`config.mk`:
```
export PLATFORM = sky130hd
export DESIGN_NAME = pixel_write_sink_flat
export DESIGN_NICKNAME = d
export VERILOG_FILES = /design/src/rtl/pixel_write_sink_if.sv /design/src/rtl/pixel_write_sink.sv /design/src/flat_wrapper.sv
export SDC_FILE = /design/constraint.sdc
export NUM_CORES = 1
export LEC_CHECK = 0
export CAP_MARGIN = 20
export CELL_PAD_IN_SITES_DETAIL_PLACEMENT = 1
export CELL_PAD_IN_SITES_GLOBAL_PLACEMENT = 2
export CORE_MARGIN = 10
export CORE_UTILIZATION = 38
export CTS_BUF_LIST = sky130_fd_sc_hd__clkbuf_8
export CTS_CLUSTER_DIAMETER = 30
export DETAILED_ROUTE_END_ITERATION = 6
export HOLD_SLACK_MARGIN = 0.12
export PLACE_DENSITY = 0.82
export RECOVER_POWER = 25
export SLEW_MARGIN = 10
export SYNTH_ARGS = -nofsm -noshare
export SYNTH_HDL_FRONTEND = slang
export SYNTH_SLANG_ARGS = --single-unit
export TNS_END_PERCENT = 10
```
`constraint.sdc`:
```
create_clock -name iClock -period 5.25 [get_ports iClock]
set_input_delay 1.3125 -clock iClock [delete_from_list [all_inputs] [get_ports iClock]]
set_output_delay 1.3125 -clock iClock [all_outputs]
set_load 0.02 [all_outputs]
```
`src/rtl/pixel_write_sink_if.sv`:
```
// ============================================================================
// Module      : pixel_write_sink_if
// Description : Frame-buffer write port (valid/ready) between the pixel sink
//               and the frame-buffer memory.
// Revision    : 1.0  initial release
// ============================================================================
`default_nettype none

interface pixel_write_sink_if;
   logic        mem_we;
   logic [14:0] mem_addr;
   logic [2:0]  mem_data;
   logic        mem_ready;

   modport master (
      output mem_we,
      output mem_addr,
      output mem_data,
      input  mem_ready
   );

   modport slave (
      input  mem_we,
      input  mem_addr,
      input  mem_data,
      output mem_ready
   );
endinterface

`default_nettype wire

```
`src/rtl/pixel_write_sink.sv`:
```
// ============================================================================
// Module      : pixel_write_sink
// Description : Clips pixel plots to the screen, queues frame-buffer writes in
//               a small FIFO and tracks drop/clip counts and a dirty box.
//               Optional macro COLOUR_KEY_EN makes colour 0 transparent.
// Revision    : 1.0  initial release
// ============================================================================
`default_nettype none

module pixel_write_sink #(
   parameter int DEPTH    = 4,
   parameter int SCREEN_W = 160,
   parameter int SCREEN_H = 120
) (
   input  wire logic          iClock,
   input  wire logic          iReset,
   input  wire logic [7:0]    iX,
   input  wire logic [6:0]    iY,
   input  wire logic [2:0]    iColour,
   input  wire logic          iPlot,
   input  wire logic          iClearBox,
   pixel_write_sink_if.master mem,
   output logic               oFull,
   output logic [7:0]         oDropCount,
   output logic [7:0]         oClipCount,
   output logic               oBoxValid,
   output logic [7:0]         oBoxX0,
   output logic [7:0]         oBoxX1,
   output logic [6:0]         oBoxY0,
   output logic [6:0]         oBoxY1
);

   localparam int PTR_W = (DEPTH > 1) ? $clog2(DEPTH) : 1;
   localparam int CNT_W = PTR_W + 1;

   localparam logic [CNT_W-1:0] C_DEPTH = CNT_W'(DEPTH);
   localparam logic [7:0]       C_W_LIM = 8'(SCREEN_W);
   localparam logic [6:0]       C_H_LIM = 7'(SCREEN_H);

   logic [14:0]      r_addr_mem [DEPTH];
   logic [2:0]       r_data_mem [DEPTH];
   logic [PTR_W-1:0] r_wr_ptr;
   logic [PTR_W-1:0] r_rd_ptr;
   logic [CNT_W-1:0] r_count;

   logic [7:0]       r_drop_cnt;
   logic [7:0]       r_clip_cnt;
   logic             r_box_valid;
   logic [7:0]       r_box_x0;
   logic [7:0]       r_box_x1;
   logic [6:0]       r_box_y0;
   logic [6:0]       r_box_y1;

   logic [14:0]      w_addr;
   logic             w_in_range;
   logic             w_transparent;
   logic             w_full;
   logic             w_pop;
   logic             w_candidate;
   logic             w_push;
   logic             w_clip;
   logic             w_drop;

   // Constant-width shifts replace the multiplier for the native 160-wide screen.
   generate
      if (SCREEN_W == 160) begin : g_addr_shift
         assign w_addr = ({8'd0, iY} << 7) + ({8'd0, iY} << 5) + {7'd0, iX};
      end else begin : g_addr_mul
         assign w_addr = ({8'd0, iY} * 15'(SCREEN_W)) + {7'd0, iX};
      end
   endgenerate

`ifdef COLOUR_KEY_EN
   assign w_transparent = (iColour == 3'b000);
`else
   assign w_transparent = 1'b0;
`endif

   assign w_in_range  = (iX < C_W_LIM) && (iY < C_H_LIM);
   assign w_full      = (r_count == C_DEPTH);
   assign w_pop       = (r_count != '0) && mem.mem_ready;
   assign w_candidate = iPlot && w_in_range && !w_transparent;
   assign w_push      = w_candidate && (!w_full || w_pop);
   assign w_clip      = iPlot && !w_in_range;
   assign w_drop      = w_candidate && w_full && !w_pop;

   // FIFO storage and pointers; a full FIFO may push and pop in the same cycle.
   always_ff @(posedge iClock or posedge iReset) begin
      if (iReset) begin
         for (int i = 0; i < DEPTH; i++) begin
            r_addr_mem[i] <= '0;
            r_data_mem[i] <= '0;
         end
         r_wr_ptr <= '0;
         r_rd_ptr <= '0;
         r_count  <= '0;
      end else begin
         if (w_push) begin
            r_addr_mem[r_wr_ptr] <= w_addr;
            r_data_mem[r_wr_ptr] <= iColour;
            r_wr_ptr             <= r_wr_ptr + PTR_W'(1);
         end
         if (w_pop) begin
            r_rd_ptr <= r_rd_ptr + PTR_W'(1);
         end
         case ({w_push, w_pop})
            2'b10:   r_count <= r_count + CNT_W'(1);
            2'b01:   r_count <= r_count - CNT_W'(1);
            default: r_count <= r_count;
         endcase
      end
   end

   always_ff @(posedge iClock or posedge iReset) begin
      if (iReset) begin
         r_drop_cnt <= '0;
         r_clip_cnt <= '0;
      end else if (iClearBox) begin
         r_drop_cnt <= '0;
         r_clip_cnt <= '0;
      end else begin
         if (w_drop && (r_drop_cnt != 8'hFF)) begin
            r_drop_cnt <= r_drop_cnt + 8'd1;
         end
         if (w_clip && (r_clip_cnt != 8'hFF)) begin
            r_clip_cnt <= r_clip_cnt + 8'd1;
         end
      end
   end

   // A push coinciding with a clear re-seeds the box instead of leaving it empty.
   always_ff @(posedge iClock or posedge iReset) begin
      if (iReset) begin
         r_box_valid <= 1'b0;
         r_box_x0    <= '0;
         r_box_x1    <= '0;
         r_box_y0    <= '0;
         r_box_y1    <= '0;
      end else if (w_push) begin
         r_box_valid <= 1'b1;
         if (iClearBox || !r_box_valid) begin
            r_box_x0 <= iX;
            r_box_x1 <= iX;
            r_box_y0 <= iY;
            r_box_y1 <= iY;
         end else begin
            if (iX < r_box_x0) r_box_x0 <= iX;
            if (iX > r_box_x1) r_box_x1 <= iX;
            if (iY < r_box_y0) r_box_y0 <= iY;
            if (iY > r_box_y1) r_box_y1 <= iY;
         end
      end else if (iClearBox) begin
         r_box_valid <= 1'b0;
         r_box_x0    <= '0;
         r_box_x1    <= '0;
         r_box_y0    <= '0;
         r_box_y1    <= '0;
      end
   end

   assign mem.mem_we   = (r_count != '0);
   assign mem.mem_addr = r_addr_mem[r_rd_ptr];
   assign mem.mem_data = r_data_mem[r_rd_ptr];

   assign oFull      = w_full;
   assign oDropCount = r_drop_cnt;
   assign oClipCount = r_clip_cnt;
   assign oBoxValid  = r_box_valid;
   assign oBoxX0     = r_box_x0;
   assign oBoxX1     = r_box_x1;
   assign oBoxY0     = r_box_y0;
   assign oBoxY1     = r_box_y1;

endmodule

`default_nettype wire

```
`src/flat_wrapper.sv`:
```
// flat-port wrapper written by rule: the top's interface ports become plain ports
module pixel_write_sink_flat 
#(
   parameter int DEPTH    = 4,
   parameter int SCREEN_W = 160,
   parameter int SCREEN_H = 120
)
  (iClock, iReset, iX, iY, iColour, iPlot, iClearBox, oFull, oDropCount, oClipCount, oBoxValid, oBoxX0, oBoxX1, oBoxY0, oBoxY1, mem_mem_we, mem_mem_addr, mem_mem_data, mem_mem_ready);
  pixel_write_sink_if mem_i ();
  input  wire logic iClock;
  input  wire logic iReset;
  input  wire logic [7:0] iX;
  input  wire logic [6:0] iY;
  input  wire logic [2:0] iColour;
  input  wire logic iPlot;
  input  wire logic iClearBox;
  output logic oFull;
  output logic [7:0] oDropCount;
  output logic [7:0] oClipCount;
  output logic oBoxValid;
  output logic [7:0] oBoxX0;
  output logic [7:0] oBoxX1;
  output logic [6:0] oBoxY0;
  output logic [6:0] oBoxY1;
  output wire logic [$bits(mem_i.mem_we)-1:0] mem_mem_we;
  output wire logic [$bits(mem_i.mem_addr)-1:0] mem_mem_addr;
  output wire logic [$bits(mem_i.mem_data)-1:0] mem_mem_data;
  input wire logic [$bits(mem_i.mem_ready)-1:0] mem_mem_ready;
  assign mem_mem_we = mem_i.mem_we;
  assign mem_mem_addr = mem_i.mem_addr;
  assign mem_mem_data = mem_i.mem_data;
  assign mem_i.mem_ready = mem_mem_ready;
  pixel_write_sink #(.DEPTH(DEPTH), .SCREEN_W(SCREEN_W), .SCREEN_H(SCREEN_H)) u_core (.iClock(iClock), .iReset(iReset), .iX(iX), .iY(iY), .iColour(iColour), .iPlot(iPlot), .iClearBox(iClearBox), .mem(mem_i), .oFull(oFull), .oDropCount(oDropCount), .oClipCount(oClipCount), .oBoxValid(oBoxValid), .oBoxX0(oBoxX0), .oBoxX1(oBoxX1), .oBoxY0(oBoxY0), .oBoxY1(oBoxY1));
endmodule
```
# [Word-level counts from Yosys, hierarchy flattened]
# Cells that the tools add are included.
# W data, S select, Z words.
[classes] n_addsub=8 n_lt_le_gt_ge=9 n_eq_ne=9 n_mux=33 bitwise=2 n_reduce_logical=25
[op_table] operator="$mux W8" n=11
[op_table] operator="$bwmux W60" n=1
[op_table] operator="$mux W7" n=7
[op_table] operator="$mux W15" n=3
[op_table] operator="$bmux W15 S2" n=1
[op_table] operator="$demux W15 S2" n=1
[op_table] operator="$add A8 B1 Y8 const B" n=2
[op_table] operator="$ne A8 B8 Y1 const B" n=2
[op_table] operator="$add A14 B12 Y15" n=1
[op_table] operator="$add A15 B8 Y15" n=1
[op_table] operator="$bwmux W12" n=1
[op_table] operator="$ne A3 B3 Y1 const B" n=4
[op_table] operator="$logic_and A1 B1 Y1" n=10
[op_table] operator="$mux W3" n=3
[op_table] operator="$gt A8 B8 Y1" n=1
[op_table] operator="$lt A8 B8 Y1" n=1
[op_table] operator="$lt A8 B8 Y1 const B" n=1
[op_table] operator="$reduce_and A2 Y1" n=4
[op_table] operator="$reduce_bool A2 Y1" n=4
[op_table] operator="$gt A7 B7 Y1" n=1
[op_table] operator="$lt A7 B7 Y1" n=1
[op_table] operator="$lt A7 B7 Y1 const B" n=1
[op_table] operator="$bmux W3 S2" n=1
[op_table] operator="$demux W3 S2" n=1
[op_table] operator="other kinds (14)" n=22
[word_totals] regBits=126 inputBits=23 out_inout_bits=67 wordCells=104

# [Longest topological paths before layout]
# Gate-level depths: netlist (run 1).
[logic_depth] ltp_word=8 depth_mapped=9

# [Least setup slack after synthesis (run 1)]
# No wires, ideal clock.
[synth_path] path_type="input port to flip-flop" startpoint="input port iX[7]" endpoint="register u_core.r_addr_mem[12] (netlist bit)" arrival_time_ns=3.295 required_time_ns=5.120 setup_slack_ns=1.825 path_stages=9 path_buffers=0 cell_sequence="inv_1 -> fa_1 -> inv_1 -> fa_1 -> a211oi_1 -> o21bai_1 -> a21oi_1 -> xor2_1 -> o21ai_1"
[synth_via] elab_chain_len=4 elab_cells_between_ends=6 cone_classes="add/sub: 1; order compare: 1; mux: 1; reduce/logical: 3"
[synth_lines] item="start: declaration" line="flat_wrapper.sv:12" text="input wire logic [7:0] iX;"
[synth_lines] item="branches (longest 4 deep; another with $add A15 B8 Y15)"
[synth_lines] item="end signal: indexed assignment" line="pixel_write_sink.sv:99" text="r_addr_mem[r_wr_ptr] <= w_addr;"
[synth_lines] item="end: declaration" line="pixel_write_sink.sv:40" text="logic [14:0] r_addr_mem [DEPTH];"
# Parallel ways; which one is timed is not known.
# A chain may end at the register's enable or synchronous reset.

# [Final worst setup path (run 1)]
[layout_path] startpoint="input port iX[7]" endpoint="register u_core.r_addr_mem[29] (netlist bit)"
# The elaborated chain is that of the path after synthesis.

==> reports/results.txt, run 1 <==
Area leader, netlist = dfrtp_1
Top-area cell type share of the netlist area = 47.1%
Worst Hold Class = reg -> reg
Rows = 48
Reg2reg path depth = 9
Synthesized instance count = 555
Number of synthesized register bits = 126
H-tree depth = 4
Max-capacitance violation count = 1
Post-route antenna net violation count = 0
Crit share post-route = 74.6%
Post-Syn Area = 6700 µm²
Clock buffer depth = 2
Mapped Avg Cell Area = 12.1 µm²
Distinct cells, synth = 56
# DRC = 0
Failing checks = max-capacitance violations, max-slew violations
RSZ-0062 raised after global routing = no
Reg2reg end = u_core.r_count[2]
Tightest Pin Transition = 1840 ps
Layout area overhead = 22.7%
I/O Buffers = 89
Hold_buf cts = 0
Setup crit start = iX[7]
Share of cells above drive strength 1 = 10.4%
Initial antenna violation count = 0
Finish-stage setup viols = 0
Wire length per cell = 19.3 µm
CP Capture Type = flip-flop
Fin cells = 888
CP Class = in -> reg
Reg2Reg Setup Slack = 2530 ps
Post-synthesis async set-or-reset flop share = 100%
Ys flop type = dfrtp_1
# IOs = 90
Leak Pwr = 3.56 nW
Crit path DAT = 4200 ps
Post-synth EDFFs = 0
Warnings from Yosys = 0
Synth cell count leaders = 126 x dfrtp_1, 52 x mux2_1, 48 x ha_1
Initial DRC count = 136
Top cells by area, synth = dfrtp_1 47%, ha_1 9.0%, mux2_1 8.7%
CTS Buf Count = 17
Final Skew = 14.9 ps
F_max = 0.255 GHz
First-pass detailed-route iteration total = 4
Post-synth net total = 629
Crit path launch type = input port
Filler cells = 1,846
Placer congestion estimate = 0.812
Pwr/cell area = 503 nW/µm²
CTS tree = done
Starting Density = 38.7%
Die Height = 153 µm
Placement Cell Area = 7800 µm²
Worst setup path endpoint = u_core.r_addr_mem[29]
CP max FO = 6
# diodes = 0
Final Hold Viols = 0
Max transition margin = -23.2%
Fin Setup TNS = 0 ps
Required time of the critical path = 5530 ps
Clock root buffer = clkbuf_8
Seq/Total Area, Yosys = 47.1%
R2r startpoint = u_core.r_count[0]
Clock slew at reported path FFs = 70 ps
Tmin final = 3910 ps
Pins over their slew limit = 37
Core area = 17,300 µm²
Sink Count = 126
Vias in the first global route = 5,421
GRT Util Overall = 15.0%
Layout net count = 724
Die outline width = 153 µm
Post-Place Cells = 855
Die area = 23,300 µm²
DRT Wirelength = 17,100 µm
First-pass GRT wire length = 28,500 µm
VDD IR-drop max = 270 µV
Final instance area = 8210 µm²
Status = complete, but fails checks
Gr ovfl total = 0
CTS-repair resized insts = 0
Largest net degree at the start of global routing = 81
Setup bufs post-CTS = 0
Dominant cell by count in the synthesized netlist = dfrtp_1
Vias per inst = 5.35
Clock latency on the worst-skew pair = 440 ps
Via count = 4,753
Total power = 4.13 mW
Estimated wirelength of the detail-placed design = 12,400 µm
registers in the layout, summed over array words and instances (netlist names):
| signal | count |
|---|---|
| u_core.r_addr_mem | 60 |
| u_core.r_data_mem | 12 |
| u_core.oBoxX0 | 8 |
| u_core.oBoxX1 | 8 |
| u_core.oClipCount | 8 |
| u_core.oDropCount | 8 |
| u_core.oBoxY0 | 7 |
| u_core.oBoxY1 | 7 |
| u_core.r_count | 3 |
| u_core.r_rd_ptr | 2 |
| u_core.r_wr_ptr | 2 |
| u_core.oBoxValid | 1 |
placed cells by master (no fill, tap or decap), types with 3 or more instances in the layout:
cell	count
dfrtp_1	126
clkdlybuf4s50_1	87
mux2_1	52
ha_1	48
inv_1	43
nand2_1	30
nor2_1	27
o21ai_1	19
mux4_2	18
clkbuf_8	17
o21ai_0	15
a22o_1	15
xnor2_1	14
a21oi_1	13
xor2_1	11
and3_1	11
nand4_1	10
nand3_1	9
a32o_1	8
a221o_1	7
nand2_2	5
a211oi_1	5
a21o_1	4
nor3_1	4
nand2b_1	4
clkinv_2	4
o21bai_1	3
or3_1	3
nor3_2	3
fa_1	3
clkinvlp_4	3
bufinv_16	3
buf_4	3
metrics by stage:
stage / setup WS (ps) / hold WS (ps) / util, %
final: 1340 / 487 / 47.5
after global placement: 974 / 461 / 45.1
after detailed placement: 857 / 474 / 45.1
after floorplan: 582 / 445 / -
after CTS: 1330 / 493 / 47.4
after global routing: 1190 / 507 / 47.5
metal layers:
metal	share of wire (%)	global-route usage, %	up-vias	routed length [µm]
met5	0	0	-	0
met4	1.4	4.81	0	242
li1	-	-	2211	-
met1	44	17.6	2452	7540
met2	51	26.2	70	8760
met3	3.5	3.47	20	599
power by group:
part / internal (mW) / total (mW) / switching, mW
sequential: 1.32 / 1.52 / 0.200
clock: 0.460 / 0.848 / 0.388
combinational: 0.881 / 1.77 / 0.885
cells by family after synthesis:
family          synth area share [%]
flops                           47.1
simple gates                    9.72
compound gates                  11.0
mux                             15.1
buf+inv                         3.94
fa+ha+maj                       9.87
xor+xnor                        3.27
final cells by class:
class / count / area, µm² / area share, %
Multi-Input combinational cell: 370 / 3280 / 39.9
Sequential cell: 126 / 3150 / 38.4
Timing Repair Buffer: 94 / 953 / 11.6
Tap cell: 225 / 282 / 3.43
Clock buffer: 17 / 234 / 2.85
Clock inverter: 15 / 156 / 1.90
Inverter: 41 / 155 / 1.89
worst max-delay path: stages:
cell and delay, ps:
clkdlybuf4s50_1 600, inv_1 100, fa_1 540, inv_1 70, fa_1 480, a211oi_1 340, o21ai_1 100, and3b_1 170
o21ai_0 320, o21ai_0 160
worst min path at each step:
stage	from	to	slack, ps	depth (start not counted)
final	u_core.r_addr_mem[40]	u_core.r_addr_mem[40]	490	1
after global routing	u_core.r_addr_mem[2]	u_core.r_addr_mem[2]	510	1
after floorplan	u_core.r_addr_mem[29]	u_core.r_addr_mem[29]	440	2
after global placement	u_core.r_addr_mem[29]	u_core.r_addr_mem[29]	460	2
after CTS	u_core.r_addr_mem[40]	u_core.r_addr_mem[40]	490	1
after detailed placement	u_core.r_addr_mem[27]	u_core.r_addr_mem[27]	470	2
Note: power is estimated with default switching activity, not from simulation.
==> run 2: changes to the inputs <==
CORE_UTILIZATION = 35   (was 38)
PLACE_DENSITY = 0.8   (was 0.82)
clock period = 3.23 ns   (was 5.25 ns; I/O delays follow)
==> reports/results.txt, run 2 (same netlist as run 1, synthesis figures left out) <==
Status = complete, no violations (was complete, but fails checks)
CP Capture Type = output pin (was flip-flop)
Switching Share = 36.4% (was 35.6%)
Clock slew at reported path FFs = 70 ps (about the same)
Most frequent cells in the layout = 126 x dfrtp_1, 87 x clkdlybuf4s50_1, 52 x mux2_1, 48 x ha_1, 39 x inv_1 (was 126 x dfrtp_1, 87 x clkdlybuf4s50_1, 52 x mux2_1, 48 x ha_1, 43 x inv_1)
Reg2Reg Setup Slack = 800 ps (was 2530 ps)
GRT Util Overall = 15.3% (was 15.0%)
Required time of the critical path = 2420 ps (was 5530 ps)
Layout net count = 757 (was 724)
Tightest Pin Transition = 1020 ps (was 1840 ps)
CTS Buf Count = 17 (unchanged)
Filler cells = 2,022 (was 1,846)
Largest net degree at the start of global routing = 75 (was 81)
First-pass GRT wire length = 29,800 µm (was 28,500 µm)
Die area = 25,100 µm² (was 23,300 µm²)
HP Start = u_core.r_addr_mem[29] (was u_core.r_addr_mem[40])
Core area = 18,800 µm² (was 17,300 µm²)
Crit path DAT = 2270 ps (was 4200 ps)
Hold path depth = 2 (was 1)
Net switching power = 2.50 mW (was 1.47 mW)
Die outline width = 158 µm (was 153 µm)
Die Height = 158 µm (was 153 µm)
Reg2reg end = u_core.r_count[2] (unchanged)
Total power = 6.86 mW (was 4.13 mW)
Estimated wirelength of the detail-placed design = 13,800 µm (was 12,400 µm)
CP Class = reg -> out (was in -> reg)
Placer congestion estimate = 0.791 (was 0.812)
First-pass detailed-route iteration total = 4 (unchanged)
Clock latency on the worst-skew pair = 450 ps (was 440 ps)
Sink Count = 126 (unchanged)
Pwr/cell area = 807 nW/µm² (was 503 nW/µm²)
I/O Buffers = 89 (unchanged)
Vias per inst = 5.29 (was 5.35)
Tmin final = 3080 ps
Layout area overhead = 27.1% (was 22.7%)
End of the worst hold path = u_core.r_addr_mem[29] (was u_core.r_addr_mem[40])
# diodes = 0 (unchanged)
Share of cells above drive strength 1 = 15.5% (was 10.4%)
Final Hold Viols = 0 (unchanged)
Clock root buffer = clkbuf_8 (unchanged)
Clock power share = 19.8% (was 20.5%)
Post-route antenna net violation count = 0 (unchanged)
Starting Density = 35.7% (was 38.7%)
# IOs = 90 (unchanged)
Initial DRC count = 156 (was 136)
Most common cell after layout, fill and taps aside = dfrtp_1 (unchanged)
H-tree depth = 4 (unchanged)
Crit path launch type = flip-flop (was input port)
Worst Hold Class = reg -> reg (unchanged)
Crit share post-route = 95.2%
Max-capacitance violation count = 0 (was 1)
CTS tree = done (unchanged)
Via count = 4,912 (was 4,753)
Wire length per cell = 19.8 µm (was 19.3 µm)
Max FFs per register = 60 (unchanged)
Gr ovfl total = 0 (unchanged)
Finish-stage setup viols = 0 (unchanged)
Largest Register = u_core.r_addr_mem (unchanged)
Vias in the first global route = 5,599 (was 5,421)
Internal power = 4.37 mW (was 2.66 mW)
RSZ-0062 raised after global routing = yes (was no)
Leak Pwr = 3.71 nW (was 3.56 nW)
Rows = 50 (was 48)
Min Hold Slack = 490 ps (was 487 ps)
Seq pwr share = 36.4% (was 36.8%)
# DRC = 0 (unchanged)
Final Skew = 9.50 ps (was 14.9 ps)
Reg2reg path depth = 9 (unchanged)
R2r startpoint = u_core.r_count[0] (unchanged)
Initial antenna violation count = 0 (unchanged)
Regs by FF count = u_core.r_addr_mem: 60 flops, u_core.r_data_mem: 12 flops (unchanged)
Setup bufs post-CTS = 0 (unchanged)
Pins over their slew limit = 0 (was 37)
Max transition margin = 32.3% (was -23.2%)
CP max FO = 19 (was 6)
Combinational fraction of design power = 43.8% (was 42.7%)
Clock buffer depth = 2 (unchanged)
F_max = 0.325 GHz
DRT Wirelength = 18,400 µm (was 17,100 µm)
VDD IR-drop max = 391 µV (was 270 µV)
run 2: metal layers:
| layer | GRT usage, % | up-vias | share of wire, % |
|---|---|---|---|
| met2 | 27.0 | 80 | 52 |
| met4 | 4.98 | 0 | 1.6 |
| met5 | 0 | - | 0 |
| met3 | 3.56 | 25 | 3.6 |
| li1 | - | 2284 | - |
| met1 | 17.8 | 2523 | 43 |
run 2: layout make-up:
cell class | count | area, µm² | share of cell area, %
multi-input combinational | 370 | 3290 | 38.7
sequential | 126 | 3150 | 37.1
timing repair buffer | 127 | 1230 | 14.4
tap | 234 | 293 | 3.44
clock buffer | 18 | 248 | 2.91
inverter | 41 | 155 | 1.82
clock inverter | 13 | 143 | 1.68
run 2: worst max-delay path, stage by stage, from the launching register on:
cell and delay, ps:
dfrtp_1 320, buf_4 330, mux4_2 570, clkdlybuf4s50_1 580
run 2: how the worst max path moves through the flow:
stage                        from  cells past startpoint               endpoint
6_report       u_core.r_rd_ptr[1]                      3       mem_mem_addr[11]
5_1_grt                     iX[7]                     10  u_core.r_addr_mem[13]
4_1_cts                     iX[7]                     10  u_core.r_addr_mem[57]
3_5_place_dp                iX[7]                     10  u_core.r_addr_mem[57]
3_3_place_gp                iX[7]                     10  u_core.r_addr_mem[57]
2_1_floorplan               iX[7]                      9  u_core.r_addr_mem[12]
run 2: power groups by stage:
stage / combinational (mW) / sequential [mW] / clock (mW)
3_5_place_dp: 3.06 / 2.53 / 0
5_1_grt: 3.27 / 2.57 / 1.47
3_3_place_gp: 2.95 / 2.45 / 0
4_1_cts: 3.08 / 2.50 / 1.39
2_1_floorplan: 1.78 / 2.49 / 0
6_report: 3.01 / 2.50 / 1.36
run 2: through the flow:
stage	worst slack (ps)	setup TNS [ps]	instance area, µm²	util (%)	std cells
2_1_floorplan	310	0	6700	-	555
3_3_place_gp	-382	-5660	8120	43.3	898
3_5_place_dp	-423	-6800	8120	43.3	898
4_1_cts	55.3	0	8510	45.3	929
5_1_grt	-2.86	-2.86	8510	45.3	929
6_report	155	0	8510	45.3	929
run 2: timing repair:
item	CTS	global route
hold buffers	0	0
gates resized for setup	0	3
setup endpoints to repair	0	13
==> run 3: changes to the inputs <==
--- a/constraint.sdc
+++ b/constraint.sdc
@@ -3,2 +3,2 @@
 set_output_delay 0.8075 -clock iClock [all_outputs]
-set_load 0.02 [all_outputs]
+set_load 0.01 [all_outputs]
==> reports/results.txt, run 3 (same netlist as run 1, synthesis figures left out) <==
Status = complete, no violations (unchanged)
Leak Pwr = 3.71 nW (about the same)
Max FFs per register = 60 (unchanged)
Share of cells above drive strength 1 = 15.7% (was 15.5%)
F_max = 0.326 GHz (was 0.325 GHz)
Tightest Pin Transition = 1440 ps (was 1020 ps)
Final Util = 45.4% (was 45.3%)
CP max FO = 4 (was 19)
Initial DRC count = 147 (was 156)
Clock root buffer = clkbuf_8 (unchanged)
H-tree depth = 4 (unchanged)
Filler cells = 1,987 (was 2,022)
Fin Setup TNS = 0 ps (unchanged)
Starting Density = 35.7% (unchanged)
Required time of the critical path = 3560 ps (was 2420 ps)
Sequential cell area = 3150 µm² (unchanged)
Post-route antenna net violation count = 0 (unchanged)
Hold_buf cts = 0 (unchanged)
Vias per inst = 5.28 (was 5.29)
Post-Place Cells = 896 (was 898)
Estimated wirelength of the detail-placed design = 13,500 µm (was 13,800 µm)
Tmin final = 3070 ps (was 3080 ps)
Pwr/cell area = 774 nW/µm² (was 807 nW/µm²)
DRT Wirelength = 18,400 µm (about the same)
Sink Count = 126 (unchanged)
Pins over their slew limit = 0 (unchanged)
Die Height = 158 µm (unchanged)
First-pass GRT wire length = 30,200 µm (was 29,800 µm)
Clock latency on the worst-skew pair = 450 ps (about the same)
First-pass detailed-route iteration total = 4 (unchanged)
RSZ-0062 raised after global routing = yes (unchanged)
Finish-stage setup viols = 0 (unchanged)
# diodes = 0 (unchanged)
Wire length per cell = 19.8 µm (about the same)
Fin cells = 929 (unchanged)
Placer congestion estimate = 0.809 (was 0.791)
CP Class = in -> reg (was reg -> out)
GRT Util Overall = 15.4% (was 15.3%)
Clock buffer depth = 2 (unchanged)
Clock slew at reported path FFs = 70 ps (about the same)
Most common cell after layout, fill and taps aside = dfrtp_1 (unchanged)
CP Capture Type = flip-flop (was output pin)
Die area = 25,100 µm² (unchanged)
CTS Buf Count = 17 (unchanged)
Largest Register = u_core.r_addr_mem (unchanged)
VDD IR-drop max = 322 µV (was 391 µV)
Layout net count = 756 (was 757)
# IOs = 90 (unchanged)
Core area = 18,800 µm² (unchanged)
Setup Slack @ Placement = -480 ps (was -423 ps)
Max-capacitance violation count = 0 (unchanged)
Area of the multi-input gates = 3300 µm² (was 3290 µm²)
Die outline width = 158 µm (unchanged)
Max transition margin = 4.08% (was 32.3%)
Crit path launch type = input port (was flip-flop)
Final worst slack = 160 ps (was 155 ps)
Crit share post-route = 95.0% (was 95.2%)
Worst Hold Class = reg -> reg (unchanged)
Final Skew = 12.4 ps (was 9.50 ps)
Layout area overhead = 27.4% (was 27.1%)
Regs by FF count = u_core.r_addr_mem: 60 flops, u_core.r_data_mem: 12 flops (unchanged)
Initial antenna violation count = 0 (unchanged)
Final Hold Viols = 0 (unchanged)
Most frequent cells in the layout = 126 x dfrtp_1, 87 x clkdlybuf4s50_1, 52 x mux2_1, 48 x ha_1, 39 x inv_1 (unchanged)
Crit path DAT = 3400 ps (was 2270 ps)
CTS tree = done (unchanged)
Via count = 4,901 (was 4,912)
Vias in the first global route = 5,661 (was 5,599)
Largest net degree at the start of global routing = 111 (was 75)
Rows = 50 (unchanged)
# DRC = 0 (unchanged)
Gr ovfl total = 0 (unchanged)
I/O Buffers = 89 (unchanged)
[run 3: layer usage]
| metal | vias up | routed length, µm | global-route usage (%) | part of all wire [%] |
|---|---|---|---|---|
| li1 | 2286 | - | - | - |
| met4 | 0 | 221 | 5.16 | 1.2 |
| met1 | 2520 | 7930 | 18.0 | 43 |
| met2 | 78 | 9560 | 26.8 | 52 |
| met3 | 17 | 661 | 4.05 | 3.6 |
| met5 | - | 0 | 0 | 0 |
[run 3: final cells by class]
class / count / share of cell area (%)
clock buffer: 20 / 3.23
multi-input combinational: 370 / 38.7
tap: 234 / 3.43
inverter: 41 / 1.82
timing repair buffer: 126 / 14.6
clock inverter: 12 / 1.31
sequential: 126 / 37.0
[run 3: worst paths after layout]
check	from	to	slack, ps	depth (start not counted)
worst max-delay path	iX[7]	u_core.r_addr_mem[40]	160	10
worst min-delay path	u_core.r_addr_mem[14]	u_core.r_addr_mem[14]	490	2
worst max register to register	u_core.r_count[0]	u_core.r_count[2]	770	9
worst min register to register	u_core.r_addr_mem[14]	u_core.r_addr_mem[14]	490	2
max in group asynchronous	iReset	u_core.oBoxY1[0]	450	3
min in group asynchronous	iReset	u_core.r_data_mem[0]	930	2
[run 3: worst max-delay path, cell delays in order]
cell and delay, ps:
clkdlybuf4s50_1 500, inv_1 80, fa_1 560, inv_1 90
fa_2 420, buf_4 160, a21o_1 170, a21oi_1 190
xnor2_1 130, mux2_1 300
[run 3: where the power goes]
part | internal, mW | switching (mW)
combinational | 1.53 | 1.25
sequential | 2.14 | 0.346
clock | 0.669 | 0.665
[run 3: through the flow]
step                instance area [µm²]  hold WS (ps)  power [mW]
floorplan                          6700           445        4.02
detailed placement                 8130           475        5.36
global placement                   8130           458        5.18
finish                             8530           487        6.60
global route                       8530           510        7.07
CTS                                8520           493        6.72
[run 3: timing repair]
| item | in CTS | in global routing |
|---|---|---|
| gates cloned | 0 | 0 |
| resized for setup | 0 | 4 |
| buffers inserted | 1 | 0 |
| endpoints found under the setup margin | 2 | 16 |
| pin swaps | 1 | 1 |
